**config.mk**
```make
export PLATFORM = sky130hd
export DESIGN_NAME = risc_ctrl_pipe
export DESIGN_NICKNAME = d
export VERILOG_FILES = /design/src/rtl/risc_pkg.sv /design/src/rtl/risc_ctrl_decode.sv /design/src/rtl/risc_ctrl_pipe.sv
export SDC_FILE = /design/constraint.sdc
export NUM_CORES = 1
export LEC_CHECK = 0
export ABC_AREA = 0
export CAP_MARGIN = 30
export CORE_MARGIN = 1
export CORE_UTILIZATION = 46
export DETAILED_ROUTE_END_ITERATION = 8
export GPL_ROUTABILITY_DRIVEN = 0
export PLACE_DENSITY = 0.85
export SYNTH_ARGS = -nofsm -noshare
export SYNTH_HDL_FRONTEND = slang
export SYNTH_HIERARCHICAL = 1
export SYNTH_SLANG_ARGS = --single-unit
```
**constraint.sdc**
```tcl
create_clock -name clk -period 2.9 [get_ports clk]
set_clock_uncertainty 0.05 [all_clocks]
set_input_delay 0.58 -clock clk [delete_from_list [all_inputs] [get_ports clk]]
set_output_delay 0.58 -clock clk [all_outputs]
set_load 0.05 [all_outputs]
```
**src/rtl/risc_pkg.sv**
```systemverilog
// Shared opcode, ALU, immediate and result encodings plus the pipelined control word
// for the RISC control pipeline.
package risc_pkg;

  localparam logic [6:0] OP_LW    = 7'b0000011;
  localparam logic [6:0] OP_SW    = 7'b0100011;
  localparam logic [6:0] OP_R     = 7'b0110011;
  localparam logic [6:0] OP_I     = 7'b0010011;
  localparam logic [6:0] OP_BR    = 7'b1100011;
  localparam logic [6:0] OP_JAL   = 7'b1101111;
  localparam logic [6:0] OP_JALR  = 7'b1100111;
  localparam logic [6:0] OP_LUI   = 7'b0110111;
  localparam logic [6:0] OP_AUIPC = 7'b0010111;

  localparam logic [3:0] ALU_ADD  = 4'b0000;
  localparam logic [3:0] ALU_SUB  = 4'b0001;
  localparam logic [3:0] ALU_AND  = 4'b0010;
  localparam logic [3:0] ALU_OR   = 4'b0011;
  localparam logic [3:0] ALU_XOR  = 4'b0100;
  localparam logic [3:0] ALU_SLT  = 4'b0101;
  localparam logic [3:0] ALU_SLL  = 4'b0110;
  localparam logic [3:0] ALU_SRL  = 4'b0111;
  localparam logic [3:0] ALU_SRA  = 4'b1000;
  localparam logic [3:0] ALU_SLTU = 4'b1001;

  localparam logic [2:0] IMM_I = 3'b000;
  localparam logic [2:0] IMM_S = 3'b001;
  localparam logic [2:0] IMM_B = 3'b010;
  localparam logic [2:0] IMM_J = 3'b011;
  localparam logic [2:0] IMM_U = 3'b100;

  localparam logic [1:0] RES_ALU = 2'b00;
  localparam logic [1:0] RES_MEM = 2'b01;
  localparam logic [1:0] RES_PC4 = 2'b10;
  localparam logic [1:0] RES_IMM = 2'b11;

  typedef struct packed {
    logic       reg_write;
    logic [1:0] result_src;
    logic       mem_write;
    logic       branch;
    logic       jump;
    logic       jalr;
    logic       alu_src_a;
    logic       alu_src_b;
    logic [3:0] alu_control;
    logic [2:0] funct3;
    logic       illegal;
  } ctrl_t;

  // R and I-ALU share the funct3 map; only R-type honours funct7b5 for SUB.
  function automatic logic [3:0] alu_decode(logic [2:0] funct3, logic funct7b5, logic is_r);
    logic [3:0] alu;
    case (funct3)
      3'b000:  alu = (is_r && funct7b5) ? ALU_SUB : ALU_ADD;
      3'b001:  alu = ALU_SLL;
      3'b010:  alu = ALU_SLT;
      3'b011:  alu = ALU_SLTU;
      3'b100:  alu = ALU_XOR;
      3'b101:  alu = funct7b5 ? ALU_SRA : ALU_SRL;
      3'b110:  alu = ALU_OR;
      default: alu = ALU_AND;
    endcase
    return alu;
  endfunction

endpackage

```
**src/rtl/risc_ctrl_decode.sv**
```systemverilog
// Combinational ID-stage decoder: instruction word to control word and immediate select.
module risc_ctrl_decode
  import risc_pkg::*;
#(
  parameter bit EN_JUMP  = 1'b1,
  parameter bit EN_UPPER = 1'b1
) (
  input  logic [31:0] instr_i,
  output ctrl_t       ctrl_o,
  output logic [2:0]  imm_src_o
);

  logic [6:0] op;
  logic [2:0] funct3;
  logic       funct7b5;

  assign op       = instr_i[6:0];
  assign funct3   = instr_i[14:12];
  assign funct7b5 = instr_i[30];

  logic unused_instr;
  assign unused_instr = ^{instr_i[31], instr_i[29:15], instr_i[11:7]};

  always_comb begin
    ctrl_o    = '0;
    imm_src_o = IMM_I;
    case (op)
      OP_LW: begin
        ctrl_o.reg_write  = 1'b1;
        ctrl_o.result_src = RES_MEM;
        ctrl_o.alu_src_b  = 1'b1;
      end
      OP_SW: begin
        ctrl_o.mem_write = 1'b1;
        ctrl_o.alu_src_b = 1'b1;
        imm_src_o        = IMM_S;
      end
      OP_R: begin
        ctrl_o.reg_write   = 1'b1;
        ctrl_o.alu_control = alu_decode(funct3, funct7b5, 1'b1);
      end
      OP_I: begin
        ctrl_o.reg_write   = 1'b1;
        ctrl_o.alu_src_b   = 1'b1;
        ctrl_o.alu_control = alu_decode(funct3, funct7b5, 1'b0);
      end
      OP_BR: begin
        imm_src_o = IMM_B;
        // funct3 01x has no branch meaning
        if (funct3[2:1] == 2'b01) begin
          ctrl_o.illegal = 1'b1;
        end else begin
          ctrl_o.branch      = 1'b1;
          ctrl_o.alu_control = ALU_SUB;
          ctrl_o.funct3      = funct3;
        end
      end
      OP_JAL: begin
        if (EN_JUMP) begin
          ctrl_o.jump       = 1'b1;
          ctrl_o.reg_write  = 1'b1;
          ctrl_o.result_src = RES_PC4;
          imm_src_o         = IMM_J;
        end else begin
          ctrl_o.illegal = 1'b1;
        end
      end
      OP_JALR: begin
        if (EN_JUMP) begin
          ctrl_o.jump       = 1'b1;
          ctrl_o.jalr       = 1'b1;
          ctrl_o.reg_write  = 1'b1;
          ctrl_o.result_src = RES_PC4;
          ctrl_o.alu_src_b  = 1'b1;
        end else begin
          ctrl_o.illegal = 1'b1;
        end
      end
      OP_LUI: begin
        if (EN_UPPER) begin
          ctrl_o.reg_write  = 1'b1;
          ctrl_o.result_src = RES_IMM;
          ctrl_o.alu_src_b  = 1'b1;
          imm_src_o         = IMM_U;
        end else begin
          ctrl_o.illegal = 1'b1;
        end
      end
      OP_AUIPC: begin
        if (EN_UPPER) begin
          ctrl_o.reg_write = 1'b1;
          ctrl_o.alu_src_a = 1'b1;
          ctrl_o.alu_src_b = 1'b1;
          imm_src_o        = IMM_U;
        end else begin
          ctrl_o.illegal = 1'b1;
        end
      end
      default: ctrl_o.illegal = 1'b1;
    endcase
  end

endmodule

```
**src/rtl/risc_ctrl_pipe.sv**
```systemverilog
// Control pipeline: decodes in ID, carries the control word through ID/EX, EX/MEM and
// MEM/WB with stall and flush, and resolves pc_src in EX.
module risc_ctrl_pipe
  import risc_pkg::*;
#(
  parameter int unsigned ALU_CTRL_W      = 4,
  parameter bit          EN_JUMP         = 1'b1,
  parameter bit          EN_UPPER        = 1'b1,
  parameter bit          EN_ILLEGAL_TRAP = 1'b1
) (
  input  logic                  clk,
  input  logic                  rst_n,
  input  logic [31:0]           instr_d,
  input  logic                  stall_e,
  input  logic                  flush_e,
  input  logic                  zero_e,
  input  logic                  lt_e,
  input  logic                  ltu_e,
  output logic [2:0]            imm_src_d,
  output logic [ALU_CTRL_W-1:0] alu_control_e,
  output logic                  alu_src_a_e,
  output logic                  alu_src_b_e,
  output logic                  pc_src_e,
  output logic                  pc_tgt_sel_e,
  output logic                  mem_write_m,
  output logic                  reg_write_m,
  output logic [1:0]            result_src_m,
  output logic                  reg_write_w,
  output logic [1:0]            result_src_w,
  output logic                  illegal_w
);

  ctrl_t ctrl_d;

  risc_ctrl_decode #(
    .EN_JUMP  (EN_JUMP),
    .EN_UPPER (EN_UPPER)
  ) u_decode (
    .instr_i   (instr_d),
    .ctrl_o    (ctrl_d),
    .imm_src_o (imm_src_d)
  );

  ctrl_t      ctrl_e_q, ctrl_e_d;
  logic       reg_write_m_q, mem_write_m_q, illegal_m_q;
  logic [1:0] result_src_m_q;
  logic       reg_write_w_q, illegal_w_q;
  logic [1:0] result_src_w_q;

  always_comb begin
    ctrl_e_d = ctrl_d;
    if (flush_e) begin
      ctrl_e_d = '0;
    end else if (stall_e) begin
      ctrl_e_d = ctrl_e_q;
    end
  end

  // A stalled E hands a bubble to M so the held instruction only issues once.
  always_ff @(posedge clk or negedge rst_n) begin
    if (!rst_n) begin
      ctrl_e_q       <= '0;
      reg_write_m_q  <= 1'b0;
      mem_write_m_q  <= 1'b0;
      illegal_m_q    <= 1'b0;
      result_src_m_q <= RES_ALU;
      reg_write_w_q  <= 1'b0;
      illegal_w_q    <= 1'b0;
      result_src_w_q <= RES_ALU;
    end else begin
      ctrl_e_q       <= ctrl_e_d;
      reg_write_m_q  <= stall_e ? 1'b0 : ctrl_e_q.reg_write;
      mem_write_m_q  <= stall_e ? 1'b0 : ctrl_e_q.mem_write;
      illegal_m_q    <= stall_e ? 1'b0 : ctrl_e_q.illegal;
      result_src_m_q <= stall_e ? RES_ALU : ctrl_e_q.result_src;
      reg_write_w_q  <= reg_write_m_q;
      illegal_w_q    <= illegal_m_q;
      result_src_w_q <= result_src_m_q;
    end
  end

  logic branch_cond;

  always_comb begin
    branch_cond = 1'b0;
    case (ctrl_e_q.funct3)
      3'b000:  branch_cond = zero_e;
      3'b001:  branch_cond = ~zero_e;
      3'b100:  branch_cond = lt_e;
      3'b101:  branch_cond = ~lt_e;
      3'b110:  branch_cond = ltu_e;
      3'b111:  branch_cond = ~ltu_e;
      default: branch_cond = 1'b0;
    endcase
  end

  assign pc_src_e      = ~stall_e & (ctrl_e_q.jump | (ctrl_e_q.branch & branch_cond));
  assign pc_tgt_sel_e  = ctrl_e_q.jalr;
  assign alu_control_e = ALU_CTRL_W'(ctrl_e_q.alu_control);
  assign alu_src_a_e   = ctrl_e_q.alu_src_a;
  assign alu_src_b_e   = ctrl_e_q.alu_src_b;

  assign mem_write_m  = mem_write_m_q;
  assign reg_write_m  = reg_write_m_q;
  assign result_src_m = result_src_m_q;
  assign reg_write_w  = reg_write_w_q;
  assign result_src_w = result_src_w_q;
  assign illegal_w    = EN_ILLEGAL_TRAP ? illegal_w_q : 1'b0;

endmodule

```
# == Yosys cells after proc, flatten, opt, wreduce, memory -nomap -nowiden ==
# Index checks and enable logic that the tools add are counted.
# W data, S select, Z words.
# word_totals
latch_bits,0
ramBits,0
in_bits,39
ff_bits,26
out_inout_bits,19
mem_bits_ro,0
memories,0
elab_cells,80
# op_classes
eq_ne,22
order_cmp,0
shift,0
addsub,0
muxes,26
n_mul,0
reduce_logical,7
bitwise_logic,7
div,0
# op_table
operator,count
$pmux W4 S7,2
$mux W17,2
$eq A3 B3 Y1 const B,7
$eq A7 B6 Y1 const B,3
$eq A7 B7 Y1 const B,3
$eq A7 B5 Y1 const B,2
$mux W1,13
$pmux W3 S4,1
$pmux W4 S3,1
$mux W4,2
$reduce_or A8 Y1,1
$eq A7 B2 Y1 const B,1
$reduce_or A7 Y1,1
$eq A3 B1 Y1 const B,2
$eq A3 B2 Y1 const B,2
$logic_not A3 Y1,2
$pmux W1 S6,1
$pmux W2 S3,1
$reduce_or A6 Y1,1
$not A1 Y1,4
$reduce_or A2 Y1,2
$mux W3,1
$and A1 B1 Y1,2
$eq A2 B1 Y1 const B,1
4 further kinds,4

# == Depth between registers and ports, before layout ==
# Gate-level depths: netlist of run 1.
# depth
depth_word,5
depth_mapped,7
ltp_nobuf,5

# == Cells and area by module ==
# The synthesis of run 1 kept the hierarchy.
# modules_own_cells
module,area_per_inst_um2,cells_each,instances,seq_area_each_um2
risc_ctrl_pipe,1027.2,82,1,650.6
risc_ctrl_decode,409.1,60,1,0.0

# == Worst setup path after synthesis of run 1 ==
# Ideal clock, no wire load.
# synth_timing
path_type,input port to output port
startpoint,input instr_d[5]
endpoint,output imm_src_d[1]
arrival_ps,2418
required_time_ps,2270
path_slack_ps,-148
path_buffers,1
path_stages,3
path_cell_list,buf_2 nand3b_4 nor4_1
# synth_between
elab_chain_len,3
word_cells_on_any_way,7
cone_classes,eq/ne (5); mux (1); reduce/logical (1)
# synth_lines
element,line,source
"start, declared",risc_ctrl_pipe.sv:13,"input logic [31:0] instr_d,"
$eq A7 B6 Y1 / $eq A7 B5 Y1 (equally long branches),risc_ctrl_decode.sv:27,case (op)
$reduce_or A2 Y1 (no line),--,
$pmux W3 S4 (*),risc_ctrl_decode.sv:27,
"end, declared",risc_ctrl_pipe.sv:19,"output logic [2:0] imm_src_d,"
# Every way passes the cells marked *; elsewhere a longest branch is shown, timed or not.

# == Final worst setup path of run 1 ==
# layout_timing
startpoint,input instr_d[3]
endpoint,output imm_src_d[0]
# Same word-level chain as after synthesis.

==> reports/qor.yml, run 1 <==
status: "finished with violations"
violations: "design-rule violations"
syn_nets: 181
core_area_um2: 2850
crit_type: "primary input to primary output"
die-area_um2: 3350
vias_per_cell: 5.77
ys_ff_latch: 26
crit_fanout: 9
clockBufferDepth: 2
wl_per_cell_um: 15.1
cts_tree: "built"
cp-startpoint: "instr_d[3]"
r2r_setup_slack_ps: 2040
worstHoldPathCells: 0
synth_cell_types: 40
finalSetupViolCount: 0
critPathArrivalTime_ps: 2090
p_comb_share_pct: 15.6
cts_setup_buffers: 0
antenna_left: 0
p_int_w: 0.000558
r2r_start: "ctrl_e_q[11]"
switching_power_w: 0.000170
grt_max_degree: 27
grt_pass1_wl_um: 5130
antenna_found_initial: 0
async_flop_share_pct: 100
fin_cells: 206
first_pass_iters: 8
dpl-instance-area_um2: 1850
use_met2_pct: 34.5
synth_ff_type: "dfrtp_1"
irDropWorstVdd_mv: 0.173
nets: 215
track_usage_pct: 19.9
num_vias: 1189
maxCapViolCount: 0
hold_violations: 0
worstMarginPinSlew_ps: 655
num_antenna_cells: 0
layout_worst_path_cycle_share_pct: 93.7
rsz0062_at_grt: "no"
yosys_warnings: 6
numClockSinks: 26
yosysSeqAreaShare_pct: 45.3
fin_setup_tns_ps: 0
io_buffers: 36
p_clk_share_pct: 33.8
h-tree-depth: 1
worstSetupEndpointType: "primary output"
drive_gt1_share_pct: 13.1
timing.final.crit_period_ps: 2720
power_density_nw_per_um2: 382
grt_pass1_vias: 1155
rr_worst_depth: 2
drt_iter0_drc: 53
cts.hold.buffers_added: 0
critical_path_required_ps: 2270
dp_hpwl_um: 2310
clock.fmax_mhz: 368
synth_edf_count: 0
area_growth_syn_to_layout_pct: 32.7
drc: 3
slew_violations: 0
p_sw_share_pct: 23.3
met3_usage_pct: 0.893
drt-total-wl_um: 3120
stdcell_area_um2: 1910
pin_count: 58
synthCells: 142
cts_buffers: 3
cts_root_buf: "clkbuf_4"
whs_ps: 317
cts-resized-gates: 0
chipHeight_um: 57.9
clk_pin_slew_ps: 140
syn_avg_cell_area_um2: 10.1
relSlewSlack_pct: 56.2
endpoint: "imm_src_d[0]"
overflow: 0
busiest_layer: "met2"
p_leak_nw: 0.843
hp-class: "flip-flop to flip-flop"
die_w_um: 57.9
grtUsageMet1_pct: 23.6
dp_cells: 202
synthesis.area_um2: 1440
fillers: 227
final_common_cell: "clkdlybuf4s50_1"
cp-start-kind: "primary input"
initial_utilization_pct: 50.4
r2r_end: "ctrl_e_q[11]"
power_frac_seq_pct: 50.6
final_cell_mix: "clkdlybuf4s50_1 (32), dfrtp_1 (26), nor2_1 (24)"
num_rows: 19
clk_latency_ps: 320
area by class of cell:
type | instances | area (um2) | share of cell area, %
inverter | 1 | 3.75 | 0.197
multi-input combinational | 103 | 722 | 37.9
clock buffer | 3 | 22.5 | 1.18
timing repair buffer | 41 | 438 | 23.0
sequential | 26 | 651 | 34.1
clock inverter | 1 | 30.0 | 1.58
tap | 31 | 38.8 | 2.04
kinds of logic after synthesis:
group	after synthesis	synth area share, %
and+or+nand+nor	68	28.0
DFF	26	45.3
muxes	17	11.8
AOI/OAI and AO/OA	15	8.10
buffers and inverters	13	4.88
xor gates and xnor gates	3	1.83
power groups by stage:
stage	clock network, W	registers (W)	logic [W]
after floorplan	0	0.000380	0.0000523
after global placement	0	0.000375	0.000109
after detailed placement	0	0.000375	0.000113
after CTS	0.000255	0.000368	0.000113
after global routing	0.000270	0.000368	0.000122
final	0.000246	0.000368	0.000114
sequential cells by signal (all words and copies together), names as in the netlist, 2 cells and up:
| name | cells |
|---|---|
| result_src_m | 2 |
| result_src_w | 2 |
| alu_control_e | 4 |
| ctrl_e_q | 10 |
worst max-delay path, stage by stage:
cell and delay, ps:
clkdlybuf4s50_1 530, or3_1 360, a211oi_1 420, buf_12 190
per-stage QoR:
stage	setup slack (ps)	util, %	power (W)
after global placement	216	65.0	0.000483
final	184	66.8	0.000728
after global routing	134	66.8	0.000761
after floorplan	62.8	-	0.000432
after CTS	183	66.8	0.000737
after detailed placement	208	65.0	0.000488
metal layers:
layer / wire length [um] / up-vias
met1: 1300 / 565
met4: 100 / 0
li1: - / 565
met3: 164 / 8
met5: 0 / -
met2: 1550 / 51
cell usage after synthesis (2+ instances only):
| library cell | number | share of area, % |
|---|---|---|
| a211oi_1 | 2 | 1.0 |
| a21oi_1 | 3 | 1.0 |
| buf_2 | 5 | 1.7 |
| buf_4 | 4 | 2.1 |
| clkbuf_1 | 3 | 0.78 |
| dfrtp_1 | 26 | 45 |
| mux2i_1 | 17 | 12 |
| nand2_1 | 4 | 1.0 |
| nand2b_1 | 4 | 1.7 |
| nand3_1 | 3 | 1.0 |
| nor2_1 | 24 | 6.3 |
| nor2b_1 | 8 | 3.5 |
| nor3_1 | 4 | 1.4 |
| nor3b_2 | 2 | 1.7 |
| nor4_1 | 2 | 0.87 |
| nor4bb_1 | 2 | 1.4 |
| o22ai_1 | 2 | 0.87 |
| or3_1 | 4 | 1.7 |
| xor2_1 | 2 | 1.2 |
how the worst min path moves through the flow:
stage / from / to / slack, ps
6_report: illegal_m_q / illegal_w / 320
5_1_grt: illegal_m_q / illegal_w / 330
4_1_cts: illegal_m_q / illegal_w / 320
3_5_place_dp: illegal_m_q / illegal_w / 290
3_3_place_gp: illegal_m_q / illegal_w / 280
2_1_floorplan: rst_n / alu_control_e[0] / 230
Power figures use the tool's default switching activity.
==> inputs of run 2 (changes only) <==
--- a/config.mk
+++ b/config.mk
@@ -8,10 +8,10 @@
 export ABC_AREA = 0
 export CAP_MARGIN = 30
 export CORE_MARGIN = 1
-export CORE_UTILIZATION = 46
+export CORE_UTILIZATION = 43
 export DETAILED_ROUTE_END_ITERATION = 8
 export GPL_ROUTABILITY_DRIVEN = 0
-export PLACE_DENSITY = 0.85
+export PLACE_DENSITY = 0.8
 export SYNTH_ARGS = -nofsm -noshare
 export SYNTH_HDL_FRONTEND = slang
 export SYNTH_HIERARCHICAL = 1
==> constraint.sdc (replaced) <==
create_clock -name clk -period 2.8 [get_ports clk]
set_clock_uncertainty 0.05 [all_clocks]
set_input_delay 0.56 -clock clk [delete_from_list [all_inputs] [get_ports clk]]
set_output_delay 0.56 -clock clk [all_outputs]
set_load 0.05 [all_outputs]
==> run 2 against run 1 <==
The flow now finishes without violations. Worst hold slack improved by 4.3 ps. Global-route usage fell by 1.3 points. Clock power rose by 7%. Critical path type unchanged.
==> reports/qor.yml, run 2 (same netlist as run 1, synthesis figures left out) <==
crit_fanout: 10
p_int_w: 0.000579
p_clk_share_pct: 34.6
r2r_start: "ctrl_e_q[1]"
io_buffers: 36
first_pass_iters: 4
core_area_um2: 3100
rsz0062_at_grt: "no"
final_cell_mix: "clkdlybuf4s50_1 (32), dfrtp_1 (26), nor2_1 (24)"
status: "finished, final reports clean"
cts_buffers: 3
crit_cells: 4
p_comb_share_pct: 15.5
final_common_cell: "clkdlybuf4s50_1"
num_antenna_cells: 0
multi_input_area_um2: 722
initial_utilization_pct: 46.3
h-tree-depth: 1
clockBufferDepth: 2
drt-total-wl_um: 2960
overflow: 0
wl_per_cell_um: 13.4
dp_hpwl_um: 2180
maxCapViolCount: 0
crit_type: "primary input to primary output"
switching_power_w: 0.000184
clk_pin_slew_ps: 140
seqCellArea_um2: 651
drive_gt1_share_pct: 13.6
die_w_um: 59.8
grt_max_degree: 27
critical_path_required_ps: 2190
cts-resized-gates: 0
power_frac_seq_pct: 49.9
clock.fmax_mhz: 381
rr_worst_depth: 2
num_vias: 1183
cts_tree: "built"
area_growth_syn_to_layout_pct: 34.3
hold_violations: 0
cp-startpoint: "instr_d[4]"
p_leak_nw: 0.848
track_usage_pct: 18.6
cts_setup_buffers: 0
finalSetupViolCount: 0
fillers: 281
cts.hold.buffers_added: 0
hp-class: "flip-flop to flip-flop"
pin_count: 58
critPathArrivalTime_ps: 2010
antenna_found_initial: 0
slew_violations: 0
relSlewSlack_pct: 58.8
cts_root_buf: "clkbuf_4"
irDropWorstVdd_mv: 0.191
fin_setup_tns_ps: 0
regMostFlops: "ctrl_e_q"
layout_worst_path_cycle_share_pct: 93.7
vias_per_cell: 5.38
numClockSinks: 26
r2r_setup_slack_ps: 1960
critical_path.top_delay_family: "buffers and inverters"
cp-start-kind: "primary input"
p_sw_share_pct: 24.1
cpPeakStageDelay_ps: 620
drt_iter0_drc: 34
worstMarginPinSlew_ps: 615
r2r_end: "ctrl_e_q[1]"
path_buf_inv: 2
power_density_nw_per_um2: 395
nets: 216
endpoint: "imm_src_d[2]"
worstSetupEndpointType: "primary output"
clk_latency_ps: 330
drc: 0
largest_register_ffs: 10
num_rows: 20
chipHeight_um: 59.8
timing.final.crit_period_ps: 2620
grt_pass1_vias: 1120
crit_slowest_cell: "clkdlybuf4s50_1"
antenna_left: 0
grt_pass1_wl_um: 4950
crit_chain: "clkdlybuf4s50_1 > or3b_4 > nor2_1 > buf_12"
total_power_w: 0.000763
die-area_um2: 3580
## run 2: changes by cell type in the layout (fill, tap and decap cells not counted), sizes merged
cell	previous run	this run
buf	9	10
## run 2: metrics by stage
stage | setup slack, ps | area, um2 | hold slack [ps] | instances | utilization (%)
after detailed placement | 181 | 1880 | 292 | 216 | 60.5
after global routing | 101 | 1930 | 337 | 220 | 62.2
after global placement | 216 | 1880 | 285 | 216 | 60.5
final | 177 | 1930 | 321 | 220 | 62.2
after CTS | 178 | 1930 | 324 | 220 | 62.2
after floorplan | 2.78 | 1440 | 214 | 142 | -
## run 2: layer usage
| layer | track usage (%) | vias to the layer above | wire, um |
|---|---|---|---|
| met5 | 0 | - | 0 |
| met4 | 11.0 | 0 | 80 |
| met3 | 1.95 | 7 | 144 |
| met2 | 30.8 | 45 | 1440 |
| met1 | 23.4 | 568 | 1290 |
| li1 | - | 563 | - |
## run 2: how the worst min path moves through the flow
stage,startpoint,endpoint,slack [ps],depth (start not counted)
CTS,illegal_m_q,illegal_w,320,0
finish,illegal_m_q,illegal_w,320,0
floorplan,rst_n,alu_control_e[0],210,0
global placement,illegal_m_q,illegal_w,280,0
detailed placement,illegal_m_q,illegal_w,290,0
global route,illegal_m_q,illegal_w,340,0
## run 2: cell type report
class | instances | share of cell area [%]
Clock inverter | 1 | 1.56
Sequential cell | 26 | 33.7
Inverter | 1 | 0.195
Tap cell | 44 | 2.85
Multi-Input combinational cell | 103 | 37.4
Clock buffer | 3 | 1.17
Timing Repair Buffer | 42 | 23.1
## run 2: power by group through the flow
stage                     combinational [W]  sequential, W  clock (W)
final                              0.000118       0.000381   0.000264
after CTS                          0.000118       0.000381   0.000266
after floorplan                   0.0000541       0.000393          0
after global routing               0.000128       0.000382   0.000282
after global placement             0.000114       0.000388          0
after detailed placement           0.000118       0.000388          0
